$ cat src/rtl/block_ram_arbiter.sv
// ---------------------------------------------------------------------------
// block_ram_arbiter
//
// Purpose:
//   Shares one single-port block RAM between two requesters (port 0, port 1).
//   Arbitration is round-robin, with an optional lock that lets one port keep
//   the RAM for back-to-back bursts. The RAM's one-cycle read latency is
//   tracked so that each response goes back to the port that issued it.
//
// Ports:
//   i_clk         clock, all state changes on the rising edge
//   i_rst         asynchronous active-high reset
//   i_p_req[i]    port i requests an access this cycle
//   i_p_lock[i]   port i wants to keep the grant after this access
//   i_p_we[i]     port i per-byte write enable (all zero = read)
//   i_p_addr[i]   port i word address
//   i_p_wdata[i]  port i write data
//   o_p_ready[i]  port i request accepted this cycle (combinational)
//   o_p_rvalid[i] port i response, one cycle after its acceptance
//   o_p_rdata[i]  port i read data, valid while o_p_rvalid[i]
//   o_ram_we      RAM per-byte write enable
//   o_ram_addr    RAM address
//   o_ram_wdata   RAM write data
//   i_ram_rdata   RAM read data, one-cycle latency
// ---------------------------------------------------------------------------
module block_ram_arbiter #(
    parameter  int abits  = 8,
    parameter  int dbytes = 4,
    parameter  int blen   = 8,
    localparam int dbits  = dbytes * blen
) (
    input  logic              i_clk,
    input  logic              i_rst,
    input  logic [1:0]        i_p_req,
    input  logic [1:0]        i_p_lock,
    input  logic [dbytes-1:0] i_p_we    [2],
    input  logic [abits-1:0]  i_p_addr  [2],
    input  logic [dbits-1:0]  i_p_wdata [2],
    output logic [1:0]        o_p_ready,
    output logic [1:0]        o_p_rvalid,
    output logic [dbits-1:0]  o_p_rdata [2],
    output logic [dbytes-1:0] o_ram_we,
    output logic [abits-1:0]  o_ram_addr,
    output logic [dbits-1:0]  o_ram_wdata,
    input  logic [dbits-1:0]  i_ram_rdata
);

    typedef enum logic [1:0] {
        IDLE  = 2'd0,
        LOCK0 = 2'd1,
        LOCK1 = 2'd2
    } state_t;

    state_t r_state;
    logic   r_prio;
    logic   r_rsp_v;
    logic   r_rsp_id;

    state_t w_state_next;
    logic   w_prio_next;
    logic   w_grant_v;
    logic   w_grant_id;
    logic   w_sel;

    // Next-state, priority update and grant decision.
    always_comb begin
        w_state_next = r_state;
        w_prio_next  = r_prio;
        w_grant_v    = 1'b0;
        w_grant_id   = 1'b0;

        case (r_state)
            IDLE: begin
                if (i_p_req == 2'b11) begin
                    // Contention: the priority port wins and loses priority.
                    w_grant_v   = 1'b1;
                    w_grant_id  = r_prio;
                    w_prio_next = ~r_prio;
                end else if (i_p_req[0]) begin
                    w_grant_v  = 1'b1;
                    w_grant_id = 1'b0;
                end else if (i_p_req[1]) begin
                    w_grant_v  = 1'b1;
                    w_grant_id = 1'b1;
                end
                if (w_grant_v && i_p_lock[w_grant_id]) begin
                    w_state_next = w_grant_id ? LOCK1 : LOCK0;
                end
            end
            LOCK0: begin
                // The owner keeps the RAM; idle cycles do not release it.
                if (i_p_req[0]) begin
                    w_grant_v  = 1'b1;
                    w_grant_id = 1'b0;
                    if (!i_p_lock[0]) begin
                        w_state_next = IDLE;
                        w_prio_next  = 1'b1;
                    end
                end
            end
            LOCK1: begin
                if (i_p_req[1]) begin
                    w_grant_v  = 1'b1;
                    w_grant_id = 1'b1;
                    if (!i_p_lock[1]) begin
                        w_state_next = IDLE;
                        w_prio_next  = 1'b0;
                    end
                end
            end
            default: begin
                w_state_next = IDLE;
            end
        endcase

        // No transfer may be accepted while reset is held.
        if (i_rst) begin
            w_grant_v = 1'b0;
        end
    end

    always_ff @(posedge i_clk or posedge i_rst) begin
        if (i_rst) begin
            r_state  <= IDLE;
            r_prio   <= 1'b0;
            r_rsp_v  <= 1'b0;
            r_rsp_id <= 1'b0;
        end else begin
            r_state <= w_state_next;
            r_prio  <= w_prio_next;
            r_rsp_v <= w_grant_v;
            if (w_grant_v) begin
                r_rsp_id <= w_grant_id;
            end
        end
    end

    // RAM mux: with no grant the port-0 address/data pass through but the
    // write enable is forced off.
    assign w_sel       = w_grant_v & w_grant_id;
    assign o_ram_we    = w_grant_v ? i_p_we[w_grant_id] : '0;
    assign o_ram_addr  = i_p_addr[w_sel];
    assign o_ram_wdata = i_p_wdata[w_sel];

    genvar gi;
    generate
        for (gi = 0; gi < 2; gi++) begin : g_port
            assign o_p_ready[gi]  = w_grant_v && (w_grant_id == 1'(gi));
            assign o_p_rvalid[gi] = r_rsp_v && (r_rsp_id == 1'(gi));
            assign o_p_rdata[gi]  = i_ram_rdata;
        end
    endgenerate

endmodule
$ cat config.mk
export PLATFORM = sky130hd
export DESIGN_NAME = block_ram_arbiter
export DESIGN_NICKNAME = d
export VERILOG_FILES = /design/src/rtl/block_ram_arbiter.sv
export SDC_FILE = /design/constraint.sdc
export NUM_CORES = 1
export LEC_CHECK = 0
export BUFFER_PORTS_ARGS = -buffer_cell sky130_fd_sc_hd__buf_2
export CORE_AREA = 2 2 92 94
export CTS_CLUSTER_DIAMETER = 120
export DETAILED_ROUTE_END_ITERATION = 12
export DIE_AREA = 0 0 94 96
export PLACE_DENSITY = 0.65
export SKIP_LAST_GASP = 1
export SYNTH_ARGS = -nofsm -noshare
export SYNTH_HDL_FRONTEND = slang
export SYNTH_SLANG_ARGS = --single-unit
$ cat constraint.sdc
create_clock -name i_clk -period 5.8 [get_ports i_clk]
set_input_delay 0.29 -clock i_clk [delete_from_list [all_inputs] [get_ports i_clk]]
set_output_delay 0.29 -clock i_clk [all_outputs]
set_load 0.03 [all_outputs]
# Yosys cells after proc, flatten, opt, wreduce, memory -nomap -nowiden
# Index checks and enable logic that the tools add are counted.
# Widths: inputs -> output; s select.
[totals]
word_cells = 67
inputBits = 126
output_inout_bits = 112
ff_bits = 5
[op_classes]
order_cmp = 3
reduce_logical = 9
eq_ne = 9
n_bitwise = 6
muxes = 36
[op_table]
columns = ["op", "n"]
rows = [
  ["$mux 32", 3],
  ["$mux 8", 3],
  ["$mux 1", 16],
  ["$mux 4", 4],
  ["$mux 2", 6],
  ["$ne 2x2->1 const B", 6],
  ["$pmux 1 s3", 2],
  ["$pmux 2 s3", 1],
  ["$reduce_and 6->1", 1],
  ["$logic_and 1x1->1", 5],
  ["$reduce_and 5->1", 1],
  ["$eq 2x2->1 const B", 2],
  ["$ge 2x2->1 const B", 2],
  ["$not 1->2", 2],
  ["$not 1->1", 3],
  ["$reduce_bool 3->1", 1],
  ["$eq 2x1->1 const B", 1],
  ["$logic_not 2->1", 1],
  ["$lt 1x2->1 const B", 1],
  ["$pmux 1 s2", 1],
  ["$and 1x1->1", 1],
]

# Depth between registers and ports, before layout
[depth]
depth_word = 11
depth_mapped = 9
depth_no_buf = 6

# Worst setup path before layout
# OpenSTA, ideal clock, no wires.
[synth_timing]
path_type = "reg2out"
start = "reg r_state[1]"
end = "out o_ram_addr[0]"
stages_incl_launch_ff = 10
t_required_ns = 5.510
t_arrival_ns = 2.113
slack_ns = 3.397
n_path_buf = 3
cell_sequence = "dfrtp_1 -> inv_1 -> ha_1 -> buf_6 -> o21ai_2 -> a211o_1 -> buf_6 -> nor3_4 -> buf_6 -> mux2_4"
[synth_via]
elab_chain_cells = 8
[synth_lines]
columns = ["item", "line_no", "rtl"]
rows = [
  ["start, declared", "54", "state_t r_state;"],
  ["start signal, assigned", "129", "r_state <= w_state_next;"],
  ["$eq 2x2->1, or another cell as far along", "72", "case (r_state)"],
  ["$pmux 1 s3", "72", ""],
  ["$mux 1", "117", "if (i_rst) begin"],
  ["$and 1x1->1 *", "140", "assign w_sel = w_grant_v & w_grant_id;"],
  ["$not 1->2 (not written as such) *", "142", "assign o_ram_addr = i_p_addr[w_sel];"],
  ["$mux 8 (not written as such) * (3 in a row)", "142", ""],
  ["end, declared", "43", "output logic [abits-1:0] o_ram_addr,"],
]
# Every way passes the cells marked *; elsewhere a longest branch is shown, timed or not. The select of a mux whose other input is x is not followed.

# Worst setup path after layout
[layout_timing]
start = "reg r_state[1]"
end = "out o_ram_addr[7]"
# The elaborated chain is that of the path after synthesis.

==> results.md <==
- DP HPWL: between 4000 and 5000 um
- Starting DRT DRC Count: 30
- Worst-path fanout max: between 40 and 50
- Largest family of logic cells by synthesized area: multiplexers
- Drt wl/cell: ~14 um
- Largest net degree at the start of global routing: between 40 and 50
- Status: complete, no violations
- Critical Path End Type: output port
- ANT cells: 0
- Placed cell areas: ~1900 um^2
- Maximum VDD drop: 0.1047 mV
- R2r startpoint: r_state[1]$_DFFE_PP0P_
- Worst-Skew Late Latency: 0.22 ns
- Final Instance Count excl. Fillers: 350
- Final Max Tran Viols: 0
- Setup TNS: 0 ns
- Antenna-violating nets left: 0
- Layout cells sized above 1: ~77%
- Worst reg2reg endpoint: r_state[1]$_DFFE_PP0P_
- R2r setup slk: between 3 and 4 ns
- Die Height: around 96 um
- XOR/XNOR share of the synthesized area: 0%
- Yosys warns: 0
- Reg2reg path depth: 6
- Hold path depth: 3
- Crit-path cells: inv_1, ha_1, o21ai_0, a211o_1, nor3_4, buf_4, mux2_2, buf_2
- Worst slew pin tran: between 0.7 and 0.8 ns
- Sequential share of the synthesized area: around 7.7%
- Layout area overhead: 20.94%
- Min-Delay Path Class: input port to flip-flop
- Worst EP required: between 5 and 6 ns
- Core area: between 8000 and 9000 um^2
- Max Freq: approximately 0.30 GHz
- Arr. time, crit path: about 3.0 ns
- First-pass GRT wire length: 6334 um
- Top-count cell post-synth: buf_4
- Mapped Area: between 1500 and 2000 um^2
- CTS clock-pin slew for the worst setup and hold paths: about 0.03 ns
- Post-synth ARST share: 100.0%
- Worst Path Class, Setup: flip-flop to output port
- Final Critical Period: ~3.3 ns
- Final routed DRC violation total: 0
- TritonRoute pass-1 iters: 4
- Placed Cells: 345
- Number of H-tree levels: 1
- Pre-CTS setup slack: 2.710 ns
- Synth top area cells: mux2_4, buf_4, dfrtp_1, buf_6, ha_1
- HP Start: i_p_lock[0]
- Compound-cell area share of the yosys netlist: 9.315%
- Met3 Usage GRT: roughly 4.4%
- DR vias: 1385
- CTS sink cnt: 5
- Gr busiest metal: met2
- Startpoint Class: flip-flop
- Final WL: 5011 um
- Grt ovf: 0
- Max Cap Viol: 0
- Slowest CP cell: buf_4
- Post-synth EDFFs: 0
- Pwr dens: 289.4 nW/um^2
- Num CTS Buffers: 3
- M1 GR Usage: 8.616%
- Post-route cell area: a little under 2000 um^2
- CTS tree: done
- Final Skew: about 0.0012 ns
- Worst Hold Slack: roughly 0.4 ns
- Leak pwr: approximately 1.1 nW
- Setup ws final: around 2.5 ns
- Vias in the first global route: 1307
- Relative slew slack: a little over half
- GRT met2 Usage: approximately 18%
- Mux contribution to synthesized area: between 30% and 40%
- Die W: 94 um
- Largest area contributor in the netlist: mux2_4
- Syn Area/Cell: about 9.6 um^2
- Number of synthesized register bits: 5
- Final Hold Viols: 0
- Syn Inst Count: 170
- Synth Area in Simple Gates: ~7.1%
- Synth top cells by count: buf_4, mux2_4, a21oi_1
- Num rows: 33
- Global Route Usage Sum: a little under a tenth
- Number of I/O port buffers: between 100 and 150
- RSZ-0062 raised after global routing: false
- CTS Buffer Depth: 2
- Initial core utilization: 20.19%
- Period utilisation layout: between 50% and 60%
- Power, Total: roughly 570 uW
- Layout Utilization: 24.41%
- Post-synth top area share: a little over a third
- Synth cell types: 29
- Synth Area in Adders: 3.849%
- Syn nets: roughly 300
- Root buffer cell: clkbuf_8
- Placer congestion estimate: approximately 0.7
- Layout Nets: between 300 and 400
- Final setup viols: 0
- Initial antenna violation count: 2
- Worst hold path endpoint: r_state[0]$_DFFE_PP0P_
- Top Ports: roughly 240
- Synth Flop Type: dfrtp_1
- Vias per inst: approximately 4.0
- Die area: ~9000 um^2
- Worst path max stage delay: ~0.58 ns
[cells in the final DEF (no fill, tap or decap), drive strengths merged]
cell type and count:
a21boi 1, o211ai 1, ha 5, mux2 40, nand3 4, dlygate4sd3 1, nand4 1, a222oi 1
and2 1, dfrtp 5, a21oi 9, nor2 1, a22oi 1, o21ai 6, clkbuf 4, buf 142
nand2 4, nand3b 1, a21bo 1, and4 1, nand2b 4, a21o 2, inv 5, a211o 1
nor3 1, nor2b 1, a31oi 1
[logic make-up after synthesis]
logic type,count (synthesis)
mux,40
flops,5
fa+ha+maj,5
simple gates,19
buf+inv,77
compound gates,24
[layer usage]
layer / wire length (um) / vias up / share of wire (%)
li1: - / 665 / -
met1: 1736 / 635 / 35
met2: 2617 / 73 / 52
met3: 605 / 8 / 12
met4: 23 / 4 / 0.46
met5: 27 / - / 0.54
[where the power goes]
part / internal [mW] / switching (mW)
Clock: 0.0471 / 0.0159
Combinational: 0.180 / 0.261
Sequential: 0.0501 / 0.0146
Total: 0.277 / 0.292
[sequential cells by signal, summed over array words and instances, names as in the netlist]
signal,cells
r_state,2
r_prio,1
r_rsp_id,1
r_rsp_v,1
[worst max path at each step]
stage / to / cells after the start / start / slack, ns
after floorplan: o_ram_addr[0] / 9 / r_state[1]$_DFFE_PP0P_ / 3.40
after global placement: o_ram_wdata[30] / 8 / r_state[1]$_DFFE_PP0P_ / 2.84
after detailed placement: o_ram_addr[7] / 8 / r_state[1]$_DFFE_PP0P_ / 2.71
after CTS: o_ram_addr[7] / 8 / r_state[1]$_DFFE_PP0P_ / 2.49
after global routing: o_ram_addr[7] / 8 / r_state[1]$_DFFE_PP0P_ / 2.32
final: o_ram_addr[7] / 8 / r_state[1]$_DFFE_PP0P_ / 2.49
[critical path, delay by kind of cell (launching register included)]
kind	cells	cell delay, ns
AO/OA/AOI/OAI	2	0.51
adder cells (fa/ha/maj)	1	0.34
buffers and inverters	3	0.87
flip-flops	1	0.42
multiplexers	1	0.41
AND/OR/NAND/NOR	1	0.20
[final cells by class]
type,count,area (um^2)
sequential,5,125.1
inverter,5,18.77
clock buffer,4,45.04
timing repair buffer,143,723.2
multi-input combinational,88,922.1
tap,105,131.4
fill,893,6086
[what timing repair did]
action,4_1_cts,5_1_grt
hold endpoints to repair,5,0
gates resized for setup,0,0
hold buffers,1,0
buffers inserted,0,0
(Power assumes the default switching activity.)
